===== src/rtl/pic_wdt_prescaler.sv =====
// Watchdog timer and shared 8-bit prescaler for the PIC16C57 core. The PSA bit assigns the prescaler to TMR0 or the WDT.
// Optional build macro WDTE_FUSE_EN adds the wdte fuse input, which gates the WDT.
module pic_wdt_prescaler #(
    parameter int WDT_PERIOD = 1024,
    parameter int CNT_W      = 10
) (
    input  logic       clk,
    input  logic       rst,
    input  logic       sleep,
    input  logic       clear_WDT,
    input  logic       clear_prescaler,
    input  logic [5:0] OPTION_out,
    input  logic       T0CKI,
`ifdef WDTE_FUSE_EN
    input  logic       wdte,
`endif
    output logic       WDT_timeout,
    output logic       tmr0_inc,
    output logic       wake,
    output logic [7:0] prescaler_out
);

    localparam logic [CNT_W-1:0] WDT_LAST = CNT_W'(WDT_PERIOD - 1);

    logic [CNT_W-1:0] wdt_cnt;
    logic [7:0]       psc;
    logic             t0_s1;
    logic             t0_s2;
    logic             t0_s3;
    logic             psa_q;

    logic       t0cs;
    logic       t0se;
    logic       psa;
    logic [2:0] ps;
    logic       wdt_en;
    logic       wdt_tick;
    logic       ext_evt;
    logic       src_evt;
    logic       psa_chg;
    logic [7:0] m_mask;
    logic [7:0] n_mask;
    logic       inc_cond;
    logic       to_cond;
    logic       psc_clr;
    logic       psc_adv;

    assign t0cs = OPTION_out[5];
    assign t0se = OPTION_out[4];
    assign psa  = OPTION_out[3];
    assign ps   = OPTION_out[2:0];

`ifdef WDTE_FUSE_EN
    assign wdt_en = wdte;
`else
    assign wdt_en = 1'b1;
`endif

    always_comb begin
        wdt_tick = wdt_en && (wdt_cnt == WDT_LAST);
        ext_evt  = t0se ? (~t0_s2 & t0_s3) : (t0_s2 & ~t0_s3);
        src_evt  = t0cs ? ext_evt : ~sleep;
        psa_chg  = (psa_q != psa);
        // 8-bit arithmetic: for PS=7 the shift overflows to 0 and the mask becomes 0xFF
        m_mask   = (8'd2 << ps) - 8'd1;
        n_mask   = (8'd1 << ps) - 8'd1;

        inc_cond = src_evt && !clear_prescaler && !psa_chg
                   && (psa_q || ((psc & m_mask) == m_mask));
        to_cond  = wdt_tick && !clear_WDT
                   && (!psa_q || (!psa_chg && ((psc & n_mask) == n_mask)));

        psc_clr  = clear_prescaler || psa_chg
                   || (psa_q && wdt_en && (clear_WDT || to_cond));
        psc_adv  = psa_q ? wdt_tick : src_evt;
    end

    always_ff @(posedge clk) begin
        if (rst) begin
            wdt_cnt     <= '0;
            psc         <= 8'd0;
            t0_s1       <= 1'b0;
            t0_s2       <= 1'b0;
            t0_s3       <= 1'b0;
            psa_q       <= OPTION_out[3];
            WDT_timeout <= 1'b0;
            tmr0_inc    <= 1'b0;
            wake        <= 1'b0;
        end else begin
            t0_s1       <= T0CKI;
            t0_s2       <= t0_s1;
            t0_s3       <= t0_s2;
            psa_q       <= psa;
            WDT_timeout <= to_cond;
            tmr0_inc    <= inc_cond;
            wake        <= to_cond && sleep;

            // the terminal tick always restarts the base count, whether or not it times out
            if (!wdt_en || clear_WDT || wdt_tick)
                wdt_cnt <= '0;
            else
                wdt_cnt <= wdt_cnt + CNT_W'(1);

            if (psc_clr)
                psc <= 8'd0;
            else if (psc_adv)
                psc <= psc + 8'd1;
        end
    end

    assign prescaler_out = psc;

endmodule


===== config.mk =====
export PLATFORM = sky130hd
export DESIGN_NAME = pic_wdt_prescaler
export DESIGN_NICKNAME = d
export VERILOG_FILES = /design/src/rtl/pic_wdt_prescaler.sv
export SDC_FILE = /design/constraint.sdc
export NUM_CORES = 1
export LEC_CHECK = 0
export ABC_AREA = 1
export CAP_MARGIN = 20
export CORE_AREA = 5 5 63 65
export CTS_CLUSTER_DIAMETER = 120
export DETAILED_ROUTE_END_ITERATION = 8
export DIE_AREA = 0 0 68 70
export PLACE_DENSITY = 0.7
export SLEW_MARGIN = 30
export SYNTH_ARGS = -nofsm -noshare
export SYNTH_HDL_FRONTEND = slang
export SYNTH_SLANG_ARGS = --single-unit

===== constraint.sdc =====
create_clock -name clk -period 4.5 [get_ports clk]
set_input_delay 0.45 -clock clk [delete_from_list [all_inputs] [get_ports clk]]
set_output_delay 0.45 -clock clk [all_outputs]
set_load 0.1 [all_outputs]

# Yosys cells after proc, flatten, opt, wreduce, memory -nomap -nowiden

Index checks and enable logic that the tools add are counted.

Output and inout port bits: 11
Logic and storage cells: 49
Input bits: 12
Register bits after elaboration: 25

Shifts and indexed selects: 2
$add $sub $neg: 4
Reductions and logical operators: 20
Muxes and demuxes: 3
Bitwise logic cells: 7
Equality and inequality tests: 4

Operators by type and width:

| operator                | number |
|---|---|
| $and A8 B8 Y8           | 2 |
| $eq A8 B8 Y1            | 2 |
| $sub A8 B1 Y8 const B   | 2 |
| $add A10 B1 Y10 const B | 1 |
| $eq A10 B10 Y1 const B  | 1 |
| $add A8 B1 Y8 const B   | 1 |
| $logic_and A1 B1 Y1     | 8 |
| $shl A1 B3 Y8 const A   | 1 |
| $shl A2 B3 Y8 const A   | 1 |
| $logic_or A1 B1 Y1      | 6 |
| $logic_not A1 Y1        | 4 |
| $reduce_or A2 Y1        | 2 |
| $mux W1                 | 3 |
| $not A1 Y1              | 3 |
| $and A1 B1 Y1           | 2 |
| $ne A1 B1 Y1            | 1 |

# Logic depth before layout (Yosys ltp)

Depth in word-level cells: 11
Gate-level depth with buffers: 12
Mapped depth without buffers: 12

# Worst setup path after synthesis

Ideal clock, no wire load.

Path kind: reg-to-reg
Start point: register psc[2] (netlist: prescaler_out[2])
End point: register psc[7] (netlist: prescaler_out[7])
Data required time: 4.435 ns
Path slack: 2.521 ns
Cell stages (with the launch flop): 8
Period minus slack after synthesis: 1.979 ns
Library setup time: 0.065 ns
Buffers on the path: 0
Arrival time: 1.914 ns
Cell sequence: dfxtp_1 -> nand3_1 -> nor3_1 -> xor2_1 -> nand3_1 -> nand2_1 -> inv_1 -> nor2_1

Word-level cells in the longest chain between the ends: 9

Ends and longest elaborated chain:

| element                    | line | RTL |
|---|---|---|
| from (decl)                | 26   | `logic [7:0] psc;` |
| from (signal assigned)     | 107  | `psc <= psc + 8'd1;` |
| $and A8 B8 Y8              | 71   | `&& (!psa_q \|\| (!psa_chg && ((psc & n_mask) == n_mask)));` |
| $eq A8 B8 Y1               | 71   |  |
| $logic_and A1 B1 Y1        | 71   |  |
| $logic_or A1 B1 Y1         | 71   |  |
| $logic_and A1 B1 Y1        | 71   |  |
| $logic_or A1 B1 Y1         | 74   | `\|\| (psa_q && wdt_en && (clear_WDT \|\| to_cond));` |
| $logic_and A1 B1 Y1        | 74   |  |
| $logic_or A1 B1 Y1         | 74   |  |
| $reduce_or A2 Y1 (no line) | --   |  |

Parallel ways exist; a longest one is shown, timed or not.
A chain may end at the register's enable or synchronous reset.

# Final worst setup path

Start point: register psc[3] (netlist: prescaler_out[3])
End point: output port prescaler_out[3]

RTL lines:

| element   | line | RTL |
|---|---|---|
| to (decl) | 20   | `output logic [7:0] prescaler_out` |

No word-level cell between the ends.

==> run metrics <==
status=completed; Synth Instances=178; Global Route Usage Sum=11.2%; largest family of logic cells by synthesized area=simple AND/OR/NAND/NOR gates; Die Y-Extent=70 um; first-pass GRT wire length=4290 um; switching portion of total power=24.6%; root buf cell=clkbuf_4; final period utilization=53.8%; Logic pwr share=a little under an eighth; worst hold stages=2; num rows=21; die area=4760 um^2; Mean Syn Cell Area=7.26 um^2; worst r2r src=wdt_cnt[0]; Reg2Reg Capture Point=prescaler_out[7]; area grow syn2layout=23.6%; Sink Count=25; Die W=68 um; number of global-route vias before repair=1006; post-CTS sizing=0; Clock Tree Buf Depth=2; Leakage Power=0.626 nW; post-placement cell area=1570 um^2; Hold Startpoint=t0_s1; Tightest Hold Check Type=flop to flop; Rel. slew slack=34.8%; post-route ant nets=0; mux contribution to synthesized area=0%; Remaining DRCs=0; Req. time, crit path=4.05 ns; Slew @ Worst Pin=0.975 ns; most used cells in the layout excluding fill and tap cells=nand2_1, nor2_1, dfxtp_1; cells along the critical path=clkdlybuf4s50_1; cts hold-fix bufs=0; Post-Syn Nets=roughly 190; n_diodes=0; Wirelength per Cell=around 10 um; CTS H-tree depth=1; leading cell type in the layout, fill and taps excluded=nand2_1; R2R depth=10; Tmin final=2.42 ns; Worst Path Buf+Inv=1; drt total wl=2530 um; Setup Skew=0.00294 ns; crit-path max cell delay=1.18 ns; Top Family by Delay on Critical Path=buffers and inverters; clock-pin transition on the worst setup and hold timing paths=about 0.13 ns; synthesized area=roughly 1300 um^2; Max IR drop VDD=0.000233 V; # setup viols final=0; WHS Endpoint=t0_s2; power per standard cell area=228 nW/um^2; TritonRoute pass-1 iters=4; initial antenna violation count=0; number of synthesis warnings=0; complex-gate fraction of the synthesized area=under 10%; # IOs=23; total power=roughly 0.36 mW; area share of fa/ha/maj cells after synthesis=1.94%; Max Cap Viol=0; RSZ-0062 raised after global routing=false; post-synthesis sequential area ratio=between 30% and 40%; CORE AREA=~3300 um^2; Placer Congestion=0.840; cell area after layout=1600 um^2; CTS Buf Count=3; Synth Area in XOR/XNOR=8.13%; clk_lat worst skew=0.31 ns; largest fanout on the critical path=6; hpwl dp=around 2000 um; Hold Fails Final Rpt=0; Internal Pwr Total=0.275 mW; post-synthesis simple-gate area fraction=35.6%; # fillers=333; setup_tns=0 ns; CP Capture Type=output port; Clk network pwr share=26.5%; Sw Pwr=0.0896 mW; startpoint type of the worst setup path=flop; Remaining Overflow, GRT=0; CTS tree=done; via/cell ratio=4.68; Max Freq=between 400 and 500 MHz; postcts setup bufs=0; via count=roughly 1200; DRT iter0 DRCs=between 60 and 70; nets@finish=219; Critical Path Slowest Stage Cell=clkdlybuf4s50_1; Setup Crit Path Kind=flop to output port; Flop pwr share=between 60% and 70%; Starting Density=39.4%; largest net degree at the start of global routing=15; fin. max-slew vios=0; synthesis-stage register bit count=25; Worst R2R Setup Slack=2.92 ns; layout cells sized above 1=under 10%; IO Port Bufs=22; Synth cell types=26; Critical Path AT=slightly below 2 ns; WHS=0.418 ns
## tightest hold or removal path, stage by stage, from the launching register on
cell	delay (ns)
dfxtp_1	0.32
inv_1	0.04
nor2_1	0.03
## final cells by class
type                    instances  area (um^2)  area share, %
clock buffers                   3         22.5           1.41
clock inverters                 1         5.00          0.313
inverters                      23         86.3           5.40
multi-input cells             130          706           44.2
flip-flops and latches         25          500           31.3
well taps                      46         57.6           3.60
repair buffers                 22          220           13.8
## worst max path at each step
stage                                 from          endpoint  slack (ns)  cells past startpoint
after floorplan           prescaler_out[2]  prescaler_out[7]        2.52                      7
after global placement    prescaler_out[3]  prescaler_out[3]        2.42                      1
after detailed placement  prescaler_out[3]  prescaler_out[3]        2.42                      1
after CTS                 prescaler_out[3]  prescaler_out[3]        2.04                      1
after global routing      prescaler_out[3]  prescaler_out[3]        2.00                      1
final                     prescaler_out[3]  prescaler_out[3]        2.08                      1
## flip-flops by register name, indices dropped and copies added (netlist names)
name	flops
tmr0_inc	1
wake	1
psa_q	1
wdt_cnt	10
t0_s2	1
t0_s1	1
t0_s3	1
WDT_timeout	1
prescaler_out	8
## synth_stat cells, drive strengths merged
| cell type | number | area share (%) |
|---|---|---|
| nand3 | 12 | 5.0 |
| dfxtp | 25 | 39 |
| nor3 | 5 | 1.9 |
| o311ai | 1 | 0.68 |
| nand2 | 46 | 15 |
| xnor2 | 5 | 3.4 |
| xor2 | 7 | 4.7 |
| o21ai | 5 | 2.5 |
| nor3b | 1 | 0.58 |
| nand4 | 3 | 2.6 |
| a21oi | 5 | 1.9 |
| o211ai | 1 | 1.6 |
| nor2 | 33 | 10 |
| ha | 2 | 1.9 |
| a31oi | 1 | 0.48 |
| o22ai | 1 | 0.48 |
| o21bai | 1 | 0.58 |
| inv | 23 | 6.7 |
| a211oi | 1 | 0.58 |
## layer usage
layer | vias up | GRT usage, % | part of all wire [%]
li1 | 616 | - | -
met1 | 525 | 14.0 | 46
met2 | 26 | 18.4 | 47
met3 | 4 | 4.01 | 7.0
met4 | 0 | 2.21 | 0.55
met5 | - | 0 | 0
## per-stage QoR
stage / instances / utilization, % / worst slack [ns]
finish: 250 / 48.6 / 2.08
global route: 250 / 48.6 / 2.00
CTS: 250 / 48.6 / 2.04
detailed placement: 246 / 47.8 / 2.42
global placement: 246 / 47.8 / 2.42
floorplan: 178 / - / 2.52
## cells by family (layout without fill, tap and decap cells)
| group | count (synthesis) | in the layout |
|---|---|---|
| compound gates | 16 | 16 |
| buf+inv | 23 | 49 |
| fa+ha+maj | 2 | 2 |
| flops | 25 | 25 |
| xor+xnor | 12 | 12 |
| simple gates | 100 | 100 |
## power groups by stage
stage	Clock, mW	Sequential (mW)	Combinational [mW]
4_1_cts	0.103	0.226	0.0421
6_report	0.0965	0.226	0.0418
3_5_place_dp	0	0.231	0.0418
2_1_floorplan	0	0.233	0.0213
3_3_place_gp	0	0.231	0.0416
5_1_grt	0.113	0.227	0.0465
(Power assumes the default switching activity.)
